`config.mk`:
```
export PLATFORM = sky130hd
export DESIGN_NAME = seq_gen_prog_flat
export DESIGN_NICKNAME = d
export VERILOG_FILES = /design/src/rtl/seq_gen_pkg.sv /design/src/rtl/seq_gen_prog_if.sv /design/src/rtl/seq_gen_idx_cnt.sv /design/src/rtl/seq_gen_prog.sv /design/src/flat_wrapper.sv
export SDC_FILE = /design/constraint.sdc
export NUM_CORES = 1
export LEC_CHECK = 0
export CORE_MARGIN = 1
export CORE_UTILIZATION = 30
export DETAILED_ROUTE_END_ITERATION = 6
export DONT_BUFFER_PORTS = 1
export PLACE_DENSITY_LB_ADDON = 0.2
export SLEW_MARGIN = 20
export SYNTH_ARGS = -nofsm -noshare
export SYNTH_HDL_FRONTEND = slang
export SYNTH_HIERARCHICAL = 1
export SYNTH_SLANG_ARGS = --single-unit
```
`constraint.sdc`:
```
create_clock -name clk -period 2.2 [get_ports clk]
set_clock_uncertainty 0.2 [all_clocks]
set_input_delay 0.44 -clock clk [delete_from_list [all_inputs] [get_ports clk]]
set_output_delay 0.44 -clock clk [all_outputs]
set_load 0.1 [all_outputs]
```
`src/rtl/seq_gen_pkg.sv`:
```
// -----------------------------------------------------------------------------
// seq_gen_pkg
// Shared types and constants for the programmable sequence generator.
//   state_t      : FSM state encoding (1 bit, IDLE/RUN)
//   MODE_*       : loop / one-shot mode values carried in mode_in / mode_r
//   LEGACY_*     : the original fixed "001011" pattern, used as reset defaults
// -----------------------------------------------------------------------------
package seq_gen_pkg;

    typedef enum logic {
        ST_IDLE = 1'b0,
        ST_RUN  = 1'b1
    } state_t;

    localparam logic MODE_LOOP    = 1'b0;
    localparam logic MODE_ONESHOT = 1'b1;

    // LSB first this emits 0,0,1,0,1,1; the stored length is length-minus-one.
    localparam logic [15:0] LEGACY_PAT = 16'h0034;
    localparam int          LEGACY_LEN = 5;

endpackage

```
`src/rtl/seq_gen_prog_if.sv`:
```
// -----------------------------------------------------------------------------
// seq_gen_prog_if
// Control/observation bundle for seq_gen_prog.
//   master : drives load/pat_in/len_in/mode_in/start/stop/en, observes outputs
//   slave  : the generator itself
// Signalling: there is no valid/ready back-pressure. load, start and stop are
// single-cycle request pulses sampled on the rising edge; en is a level that
// stalls the sequence while low. data is meaningful only while data_vld is
// high, and last is qualified by data_vld. load_err is a one-cycle pulse.
// state mirrors the FSM register for observation.
// -----------------------------------------------------------------------------
interface seq_gen_prog_if
    import seq_gen_pkg::*;
#(
    parameter int MAX_LEN = 16,
    parameter int LEN_W   = $clog2(MAX_LEN)
) ();

    logic               load;
    logic [MAX_LEN-1:0] pat_in;
    logic [LEN_W-1:0]   len_in;
    logic               mode_in;
    logic               start;
    logic               stop;
    logic               en;
    logic               data;
    logic               data_vld;
    logic               last;
    logic               busy;
    logic               load_err;
    state_t             state;

    modport master (
        output load, pat_in, len_in, mode_in, start, stop, en,
        input  data, data_vld, last, busy, load_err, state
    );

    modport slave (
        input  load, pat_in, len_in, mode_in, start, stop, en,
        output data, data_vld, last, busy, load_err, state
    );

endinterface

```
`src/rtl/seq_gen_idx_cnt.sv`:
```
// -----------------------------------------------------------------------------
// seq_gen_idx_cnt
// Pattern bit index that wraps to zero after reaching len.
//   clk, rst_n : clock, async active-low reset
//   clr        : force idx to 0 (takes priority over adv)
//   adv        : step idx by one, wrapping after len
//   len        : pattern length minus one (already clamped by the caller)
//   idx        : current bit index
//   wrap       : idx equals len, i.e. the current bit is the final one
// -----------------------------------------------------------------------------
module seq_gen_idx_cnt #(
    parameter int LEN_W = 4
) (
    input  logic             clk,
    input  logic             rst_n,
    input  logic             clr,
    input  logic             adv,
    input  logic [LEN_W-1:0] len,
    output logic [LEN_W-1:0] idx,
    output logic             wrap
);

    logic [LEN_W-1:0] idx_r;

    assign idx  = idx_r;
    assign wrap = (idx_r == len);

    always_ff @(posedge clk or negedge rst_n) begin
        if (!rst_n) begin
            idx_r <= '0;
        end else if (clr) begin
            idx_r <= '0;
        end else if (adv) begin
            idx_r <= wrap ? '0 : idx_r + LEN_W'(1);
        end
    end

endmodule

```
`src/rtl/seq_gen_prog.sv`:
```
// -----------------------------------------------------------------------------
// seq_gen_prog
// Programmable serial sequence generator. Emits a loadable pattern of
// 1..MAX_LEN bits, LSB first, in loop or one-shot mode.
//   clk, rst_n : clock, async active-low reset
//   bus        : seq_gen_prog_if slave (config/control in, serial data and
//                status out, FSM state for observation)
// Out of reset the config holds the legacy 001011 pattern in loop mode and,
// with AUTO_START set, the FSM starts in RUN so the legacy stream appears
// without any programming.
// -----------------------------------------------------------------------------
module seq_gen_prog
    import seq_gen_pkg::*;
#(
    parameter int                 MAX_LEN     = 16,
    parameter int                 LEN_W       = $clog2(MAX_LEN),
    parameter logic [MAX_LEN-1:0] DEFAULT_PAT = MAX_LEN'(LEGACY_PAT),
    parameter int                 DEFAULT_LEN = LEGACY_LEN,
    parameter bit                 AUTO_START  = 1'b1
) (
    input logic           clk,
    input logic           rst_n,
    seq_gen_prog_if.slave bus
);

    localparam state_t           RST_STATE = AUTO_START ? ST_RUN : ST_IDLE;
    localparam logic [LEN_W-1:0] LEN_MAX   = LEN_W'(MAX_LEN - 1);

    state_t             state_r, state_nxt;
    logic [MAX_LEN-1:0] pat_r;
    logic [LEN_W-1:0]   len_r;
    logic               mode_r;
    logic [LEN_W-1:0]   idx;
    logic               wrap;
    logic               cfg_we, cnt_clr, cnt_adv;
    logic [LEN_W-1:0]   len_clamped;
    logic               data_r, vld_r, last_r, lerr_r;

    // Only matters when MAX_LEN is not a power of two and len_in can encode
    // lengths beyond the pattern register.
    assign len_clamped = (bus.len_in > LEN_MAX) ? LEN_MAX : bus.len_in;

    seq_gen_idx_cnt #(.LEN_W(LEN_W)) u_idx_cnt (
        .clk   (clk),
        .rst_n (rst_n),
        .clr   (cnt_clr),
        .adv   (cnt_adv),
        .len   (len_r),
        .idx   (idx),
        .wrap  (wrap)
    );

    always_ff @(posedge clk or negedge rst_n) begin
        if (!rst_n) begin
            state_r <= RST_STATE;
        end else begin
            state_r <= state_nxt;
        end
    end

    // cnt_adv doubles as "a pattern bit is emitted on this edge".
    always_comb begin
        state_nxt = state_r;
        cfg_we    = 1'b0;
        cnt_clr   = 1'b0;
        cnt_adv   = 1'b0;
        case (state_r)
            ST_IDLE: begin
                if (bus.load) begin
                    cfg_we  = 1'b1;
                    cnt_clr = 1'b1;
                end else if (bus.start) begin
                    state_nxt = ST_RUN;
                    cnt_clr   = 1'b1;
                end
            end
            ST_RUN: begin
                if (bus.stop) begin
                    state_nxt = ST_IDLE;
                    cnt_clr   = 1'b1;
                end else if (bus.en) begin
                    cnt_adv = 1'b1;
                    // One-shot leaves RUN on the same edge that emits last;
                    // the counter wraps to 0 by itself.
                    if (wrap && (mode_r == MODE_ONESHOT)) begin
                        state_nxt = ST_IDLE;
                    end
                end
            end
            default: state_nxt = ST_IDLE;
        endcase
    end

    always_ff @(posedge clk or negedge rst_n) begin
        if (!rst_n) begin
            pat_r  <= DEFAULT_PAT;
            len_r  <= LEN_W'(DEFAULT_LEN);
            mode_r <= MODE_LOOP;
        end else if (cfg_we) begin
            pat_r  <= bus.pat_in;
            len_r  <= len_clamped;
            mode_r <= bus.mode_in;
        end
    end

    // data holds its last value whenever no bit is emitted.
    always_ff @(posedge clk or negedge rst_n) begin
        if (!rst_n) begin
            data_r <= 1'b0;
            vld_r  <= 1'b0;
            last_r <= 1'b0;
            lerr_r <= 1'b0;
        end else begin
            if (cnt_adv) begin
                data_r <= pat_r[idx];
            end
            vld_r  <= cnt_adv;
            last_r <= cnt_adv && wrap;
            lerr_r <= (state_r == ST_RUN) && bus.load;
        end
    end

    assign bus.data     = data_r;
    assign bus.data_vld = vld_r;
    assign bus.last     = last_r;
    assign bus.load_err = lerr_r;
    assign bus.busy     = (state_r == ST_RUN);
    assign bus.state    = state_r;

endmodule
```
`src/flat_wrapper.sv`:
```
// flat-port wrapper written by rule: the top's interface ports become plain ports
module seq_gen_prog_flat import seq_gen_pkg::*;
#(
    parameter int                 MAX_LEN     = 16,
    parameter int                 LEN_W       = $clog2(MAX_LEN),
    parameter logic [MAX_LEN-1:0] DEFAULT_PAT = MAX_LEN'(LEGACY_PAT),
    parameter int                 DEFAULT_LEN = LEGACY_LEN,
    parameter bit                 AUTO_START  = 1'b1
)
  (clk, rst_n, bus_load, bus_pat_in, bus_len_in, bus_mode_in, bus_start, bus_stop, bus_en, bus_data, bus_data_vld, bus_last, bus_busy, bus_load_err, bus_state);
  seq_gen_prog_if #(.MAX_LEN(MAX_LEN), .LEN_W(LEN_W)) bus_i ();
  input logic clk;
  input logic rst_n;
  input wire logic [$bits(bus_i.load)-1:0] bus_load;
  input wire logic [$bits(bus_i.pat_in)-1:0] bus_pat_in;
  input wire logic [$bits(bus_i.len_in)-1:0] bus_len_in;
  input wire logic [$bits(bus_i.mode_in)-1:0] bus_mode_in;
  input wire logic [$bits(bus_i.start)-1:0] bus_start;
  input wire logic [$bits(bus_i.stop)-1:0] bus_stop;
  input wire logic [$bits(bus_i.en)-1:0] bus_en;
  output wire logic [$bits(bus_i.data)-1:0] bus_data;
  output wire logic [$bits(bus_i.data_vld)-1:0] bus_data_vld;
  output wire logic [$bits(bus_i.last)-1:0] bus_last;
  output wire logic [$bits(bus_i.busy)-1:0] bus_busy;
  output wire logic [$bits(bus_i.load_err)-1:0] bus_load_err;
  output wire logic [$bits(bus_i.state)-1:0] bus_state;
  assign bus_i.load = bus_load;
  assign bus_i.pat_in = bus_pat_in;
  assign bus_i.len_in = bus_len_in;
  assign bus_i.mode_in = bus_mode_in;
  assign bus_i.start = bus_start;
  assign bus_i.stop = bus_stop;
  assign bus_i.en = bus_en;
  assign bus_data = bus_i.data;
  assign bus_data_vld = bus_i.data_vld;
  assign bus_last = bus_i.last;
  assign bus_busy = bus_i.busy;
  assign bus_load_err = bus_i.load_err;
  assign bus_state = bus_i.state;
  seq_gen_prog #(.MAX_LEN(MAX_LEN), .LEN_W(LEN_W), .DEFAULT_PAT(DEFAULT_PAT), .DEFAULT_LEN(DEFAULT_LEN), .AUTO_START(AUTO_START)) u_core (.clk(clk), .rst_n(rst_n), .bus(bus_i));
endmodule
```
==> key figures, run 1 <==
Worst setup path
  – CP Max Fanout: 8
  – Critical-path top delay cell: dfstp_2
  – R2R cell count: 5
  – Crit path kind: flip-flop to output port
  – Slowest stage delay, CP: 600 ps
  – Crit path buffers/inverters: 1
  – Worst r2r src: u_core/u_idx_cnt/idx[1]
  – R2R Setup Slk: 290 ps
  – Crit-path cells: buf_4
  – Crit path required time: 1560 ps
  – CP top delay family: flip-flops
  – WP data arrival: 1370 ps
  – CP Capture Type: output port
  – R2R Path End: u_core/bus.busy
  – Worst setup startpoint: u_core/bus.busy
  – CP Launch Type: flip-flop

Route
  – DRC errors left: 3
  – Remaining antenna violation count after routing: 0
  – Wire per inst: 15.95 um
  – Initial DRT Pass Iterations: 6
  – Post-Route WL: 2.696 mm
  – Vias per cell: 5.160
  – Routed via count: 872
  – Iteration-0 DRC Markers: 27

Clock tree
  – Clock root buffer: clkbuf_8
  – CTS resizes: 0
  – Skew-Pair Late Insertion Delay: 280 ps
  – CTS tree: done
  – CTS sink count: 30
  – CTS max path bufs: 2
  – Worst-path clk slew: 60 ps
  – Hold_buf cts: 2
  – H-tree levels: 2
  – Setup Fix Bufs, Post-CTS: 0
  – CTS buffer count: 5

Timing
  – Slew Limit Fails: 0
  – Fmax: 496.4 MHz
  – RSZ-0062 raised after global routing: no
  – Setup Viol. Count Final: 0
  – Worst slew pin tran: 548.0 ps
  – Final Cycle Share: 0.9157
  – Post-route setup TNS: 0 ps
  – Fin crit period: 2015 ps
  – Rel. slew slack: 0.6377
  – Hold Vio Cnt, Final: 0

Floorplanning
  – Rows: 24
  – Die X: 71.08 um
  – Effective utilization at floorplan: 0.3199
  – Core Box Area: 4474 sq um
  – DIE HEIGHT: 71.08 um
  – IO Pins: 33
  – Die area: 5052 sq um

Global routing
  – Number of global-route vias before repair: 918
  – Largest net degree at the start of global routing: 31
  – Gr usage total: 0.1177
  – Initial antenna violation count: 0
  – Grt total ovfl: 0
  – First-pass GRT wire length: 4.409 mm

Min path
  – Worst hold endpoint: u_core/bus.busy
  – Hold crit path type: input port to flip-flop
  – Hold path depth: 1
  – Hold Startpoint: bus_load

Pwr
  – Worst VDD drop: 0.3783 mV
  – Total power: 1.458 mW
  – Lkg Pwr: 0.6668 nW
  – Pwr/cell area: 889.6 nW/um^2

Yosys
  – Avg Cell Area, Syn: 13.63 sq um
  – Top-area cell type share of the netlist area: 0.4196
  – FF+latch count, synth: 30
  – Yosys cell types: 33
  – Main area contributors after synthesis: dfrtp_1 42%, mux2_2 17%, dfstp_2 11%
  – Post-Syn Nets: 133
  – Post-Syn Instances: 105
  – Synth area leader: dfrtp_1
  – YS warnings: 6
  – Mapped cell area: 1431 sq um
  – Post-synthesis sequential area ratio: 0.5297

Final layout
  – Final net count: 144
  – Fraction of layout cells with a size suffix above 1: 0.4359
  – Largest register FFs: 16
  – Area delta synth->final: 14.51%
  – Ant diodes: 0
  – Biggest register: u_core/pat_r

Placed design
  – Hpwl dp: 1.912 mm
  – Port bufs: 0
  – Final Wtd Congestion: 0.7394

Status
  – Failing checks: design-rule violations
  – Status: finished, violations left

Flow run
  – Max Cap Viol: 0
[cells in the mapped netlist]
cell type,count
a2111oi_2,1
a211o_2,1
a311oi_1,1
a31oi_1,1
and2_1,1
and2b_4,1
and3_1,1
buf_2,2
buf_4,1
buf_6,1
clkbuf_2,1
dfrtp_1,24
dfstp_2,6
ha_1,1
inv_1,2
mux2_2,22
mux2i_1,5
mux4_2,2
nand2_1,6
nand2b_1,1
nand3_1,1
nand3b_1,4
nor2_1,3
nor2b_1,2
nor3_1,1
nor4_4,1
o211ai_2,1
o21ai_0,1
o22ai_1,1
o311ai_1,1
o32ai_1,2
or2b_1,2
xor2_1,4
[placed cells by master, fill, tap and decap left out, drive strengths merged, types with 2 or more instances in the layout]
master	instances
dfrtp	24
mux2	22
buf	8
clkbuf	7
nand2	6
dfstp	6
mux2i	5
nand3b	4
xor2	4
nor2	3
inv	2
mux4	2
or2b	2
o32ai	2
nor2b	2
[kinds of logic (layout without fill, tap and decap cells)]
| family | Yosys count | count (layout) | synth area share |
|---|---|---|---|
| XOR/XNOR | 4 | 4 | 0.02447 |
| AND/OR/NAND/NOR | 24 | 24 | 0.1058 |
| buffers and inverters | 7 | 19 | 0.02885 |
| AO/OA/AOI/OAI | 10 | 10 | 0.06294 |
| flip-flops | 30 | 30 | 0.5297 |
| adder cells (fa/ha/maj) | 1 | 1 | 0.008740 |
| multiplexers | 29 | 29 | 0.2395 |
[worst max path at each step]
stage	slack, ps	cells past startpoint	end
5_1_grt	110	5	u_core/bus.busy
2_1_floorplan	40	6	u_core/u_idx_cnt/idx[2]
6_report	190	1	bus_busy
3_3_place_gp	340	5	u_core/bus.busy
3_5_place_dp	270	5	u_core/bus.busy
4_1_cts	180	1	bus_busy
[layer usage]
layer | global-route usage | routed length, um | vias up
met5 | 0 | 0 | -
met4 | 0.04222 | 27 | 0
met3 | 0.05983 | 215 | 5
met2 | 0.1752 | 1265 | 40
met1 | 0.1473 | 1188 | 428
li1 | - | - | 399
[worst register-to-register path, delay by kind of cell, from the launching register on]
kind	cells	cell delay, ps
AO/OA/AOI/OAI	2	230
XOR/XNOR	1	190
flip-flops	1	650
AND/OR/NAND/NOR	2	570
[where the power goes]
part | internal, mW | switching, mW | total, mW
clock | 0.252 | 0.201 | 0.453
combinational | 0.127 | 0.186 | 0.313
sequential | 0.647 | 0.0458 | 0.693
total | 1.03 | 0.432 | 1.46
[stage by stage]
step | instance area [sq um] | hold WS (ps) | setup slack, ps | util | instances
4_1_cts | 1639 | 44.35 | 181.8 | 0.3663 | 169
5_1_grt | 1639 | 37.12 | 113.8 | 0.3663 | 169
6_report | 1639 | 49.49 | 185.4 | 0.3663 | 169
3_3_place_gp | 1518 | -54.97 | 340.7 | 0.3392 | 159
2_1_floorplan | 1431 | -55.59 | 38.17 | - | 105
3_5_place_dp | 1518 | -54.90 | 266.4 | 0.3392 | 159
[layout make-up]
| cell class | instances | area, sq um |
|---|---|---|
| clock inverters | 1 | 5.005 |
| inverters | 2 | 7.507 |
| flip-flops and latches | 30 | 758.2 |
| well taps | 52 | 65.06 |
| clock buffers | 7 | 86.33 |
| multi-input cells | 68 | 634.4 |
| fillers | 437 | 2835 |
| repair buffers | 9 | 82.58 |
Note: power is estimated with default switching activity, not from simulation.
==> inputs of run 2 (changes only) <==
--- a/config.mk
+++ b/config.mk
@@ -7,6 +7,7 @@
 export LEC_CHECK = 0
 export CORE_MARGIN = 1
 export CORE_UTILIZATION = 30
+export CTS_BUF_LIST = sky130_fd_sc_hd__clkbuf_8
 export DETAILED_ROUTE_END_ITERATION = 6
 export DONT_BUFFER_PORTS = 1
 export PLACE_DENSITY_LB_ADDON = 0.2
==> key figures, run 2 (synthesized netlist as in run 1, its figures left out) <==
Global routing
  – Initial antenna violation count: 0
  – Largest net degree at the start of global routing: 31
  – First-pass GRT wire length: 4.409 mm
  – Gr usage total: 0.1177
  – Grt total ovfl: 0
  – Number of global-route vias before repair: 918

Clock tree
  – Setup Fix Bufs, Post-CTS: 0
  – CTS max path bufs: 2
  – Worst-path clk slew: 60 ps
  – Skew-Pair Late Insertion Delay: 280 ps
  – Clock root buffer: clkbuf_8
  – CTS buffer count: 5
  – H-tree levels: 2
  – CTS sink count: 30
  – CTS tree: done

Worst setup path
  – R2R cell count: 5
  – CP Launch Type: flip-flop
  – R2R Setup Slk: 290 ps
  – Crit path kind: flip-flop to output port
  – Crit path required time: 1560 ps
  – Crit path buffers/inverters: 1
  – Crit-path cells: buf_4
  – Critical-path top delay cell: dfstp_2
  – Slowest stage delay, CP: 600 ps
  – CP top delay family: flip-flops
  – CP Max Fanout: 8
  – CP Capture Type: output port
  – Worst r2r src: u_core/u_idx_cnt/idx[1]
  – R2R Path End: u_core/bus.busy
  – WP data arrival: 1370 ps

Min path
  – Hold Startpoint: bus_load
  – Hold crit path type: input port to flip-flop
  – Worst hold endpoint: u_core/bus.busy
  – Hold path depth: 1

Timing
  – Fin crit period: 2015 ps
  – Hold Vio Cnt, Final: 0
  – Hold slack: 49.56 ps
  – Final Cycle Share: 0.9157
  – Slew Limit Fails: 0
  – Fmax: 496.4 MHz
  – Rel. slew slack: 0.6377
  – Setup slack after layout: 185.5 ps
  – Setup Viol. Count Final: 0
  – Post-route setup TNS: 0 ps
  – Worst slew pin tran: 548.0 ps
  – RSZ-0062 raised after global routing: no

Final layout
  – Fin util: 0.3663
  – Fin area: 1639 sq um
  – Storage element area: 758.2 sq um
  – Commonest non-fill, non-tap cell in the layout: dfrtp_1
  – Ant diodes: 0
  – Multi-input logic area: 634.4 sq um
  – Final net count: 144
  – Leading cell types in the layout, fill and taps excluded: 24 x dfrtp_1, 22 x mux2_2, 7 x buf_4
  – Fraction of layout cells with a size suffix above 1: 0.4359
  – Area delta synth->final: 14.51%
  – Fill cells: 437
  – Largest register FFs: 16
  – Biggest register: u_core/pat_r
  – Final std cells w/o fill: 169

Route
  – Wire per inst: 15.93 um
  – Vias per cell: 5.077
  – Initial DRT Pass Iterations: 6
  – Routed via count: 858
  – Iteration-0 DRC Markers: 27
  – DRC errors left: 3
  – Post-Route WL: 2.692 mm
  – Remaining antenna violation count after routing: 0

Placed design
  – Final Wtd Congestion: 0.7394
  – Placed insts: 159
  – Hpwl dp: 1.912 mm
  – Port bufs: 0
  – DP Worst Slack: 266.4 ps
  – DP Area: 1518 sq um

Floorplanning
  – Rows: 24
  – Die area: 5052 sq um
  – DIE HEIGHT: 71.08 um
  – Effective utilization at floorplan: 0.3199
  – Core Box Area: 4474 sq um
  – IO Pins: 33
  – Die X: 71.08 um

Pwr
  – Total power: 1.453 mW
  – Lkg Pwr: 0.6709 nW
  – Pwr/cell area: 886.4 nW/um^2
  – Worst VDD drop: 0.3764 mV

Flow run
  – Max Cap Viol: 0

Status
  – Status: finished, violations left
  – Failing checks: design-rule violations
## run 2: per-layer routing
layer	routed length, um	global-route usage	vias to the layer above
li1	-	-	399
met5	0	0	-
met2	1253	0.1752	33
met4	35	0.04222	0
met3	199	0.05983	6
met1	1204	0.1473	420
## run 2: report_power, final
group,internal (mW),switching (mW),total (mW)
registers,0.647,0.0458,0.693
clock network,0.247,0.201,0.448
logic,0.127,0.185,0.312
total,1.02,0.432,1.45
## run 2: worst max path at each step
stage / startpoint / to / slack [ps] / cells after the start
global route: u_core/u_idx_cnt/idx[1] / u_core/bus.busy / 110 / 5
detailed placement: u_core/u_idx_cnt/idx[1] / u_core/bus.busy / 270 / 5
finish: u_core/bus.busy / bus_busy / 190 / 1
CTS: u_core/bus.busy / bus_busy / 180 / 1
floorplan: u_core/bus.busy / u_core/u_idx_cnt/idx[2] / 40 / 6
global placement: u_core/u_idx_cnt/idx[1] / u_core/bus.busy / 340 / 5
## run 2: cell type report
cell class / instances / area share
flip-flops and latches: 30 / 0.4626
multi-input cells: 68 / 0.3870
clock buffers: 6 / 0.05038
repair buffers: 9 / 0.05038
well taps: 52 / 0.03969
clock inverters: 2 / 0.005344
inverters: 2 / 0.004580
## run 2: repair_timing
| action | 4_1_cts | 5_1_grt |
|---|---|---|
| gates resized for setup | 0 | 0 |
| hold buffers | 2 | 0 |
| endpoints found under the hold margin | 30 | 0 |
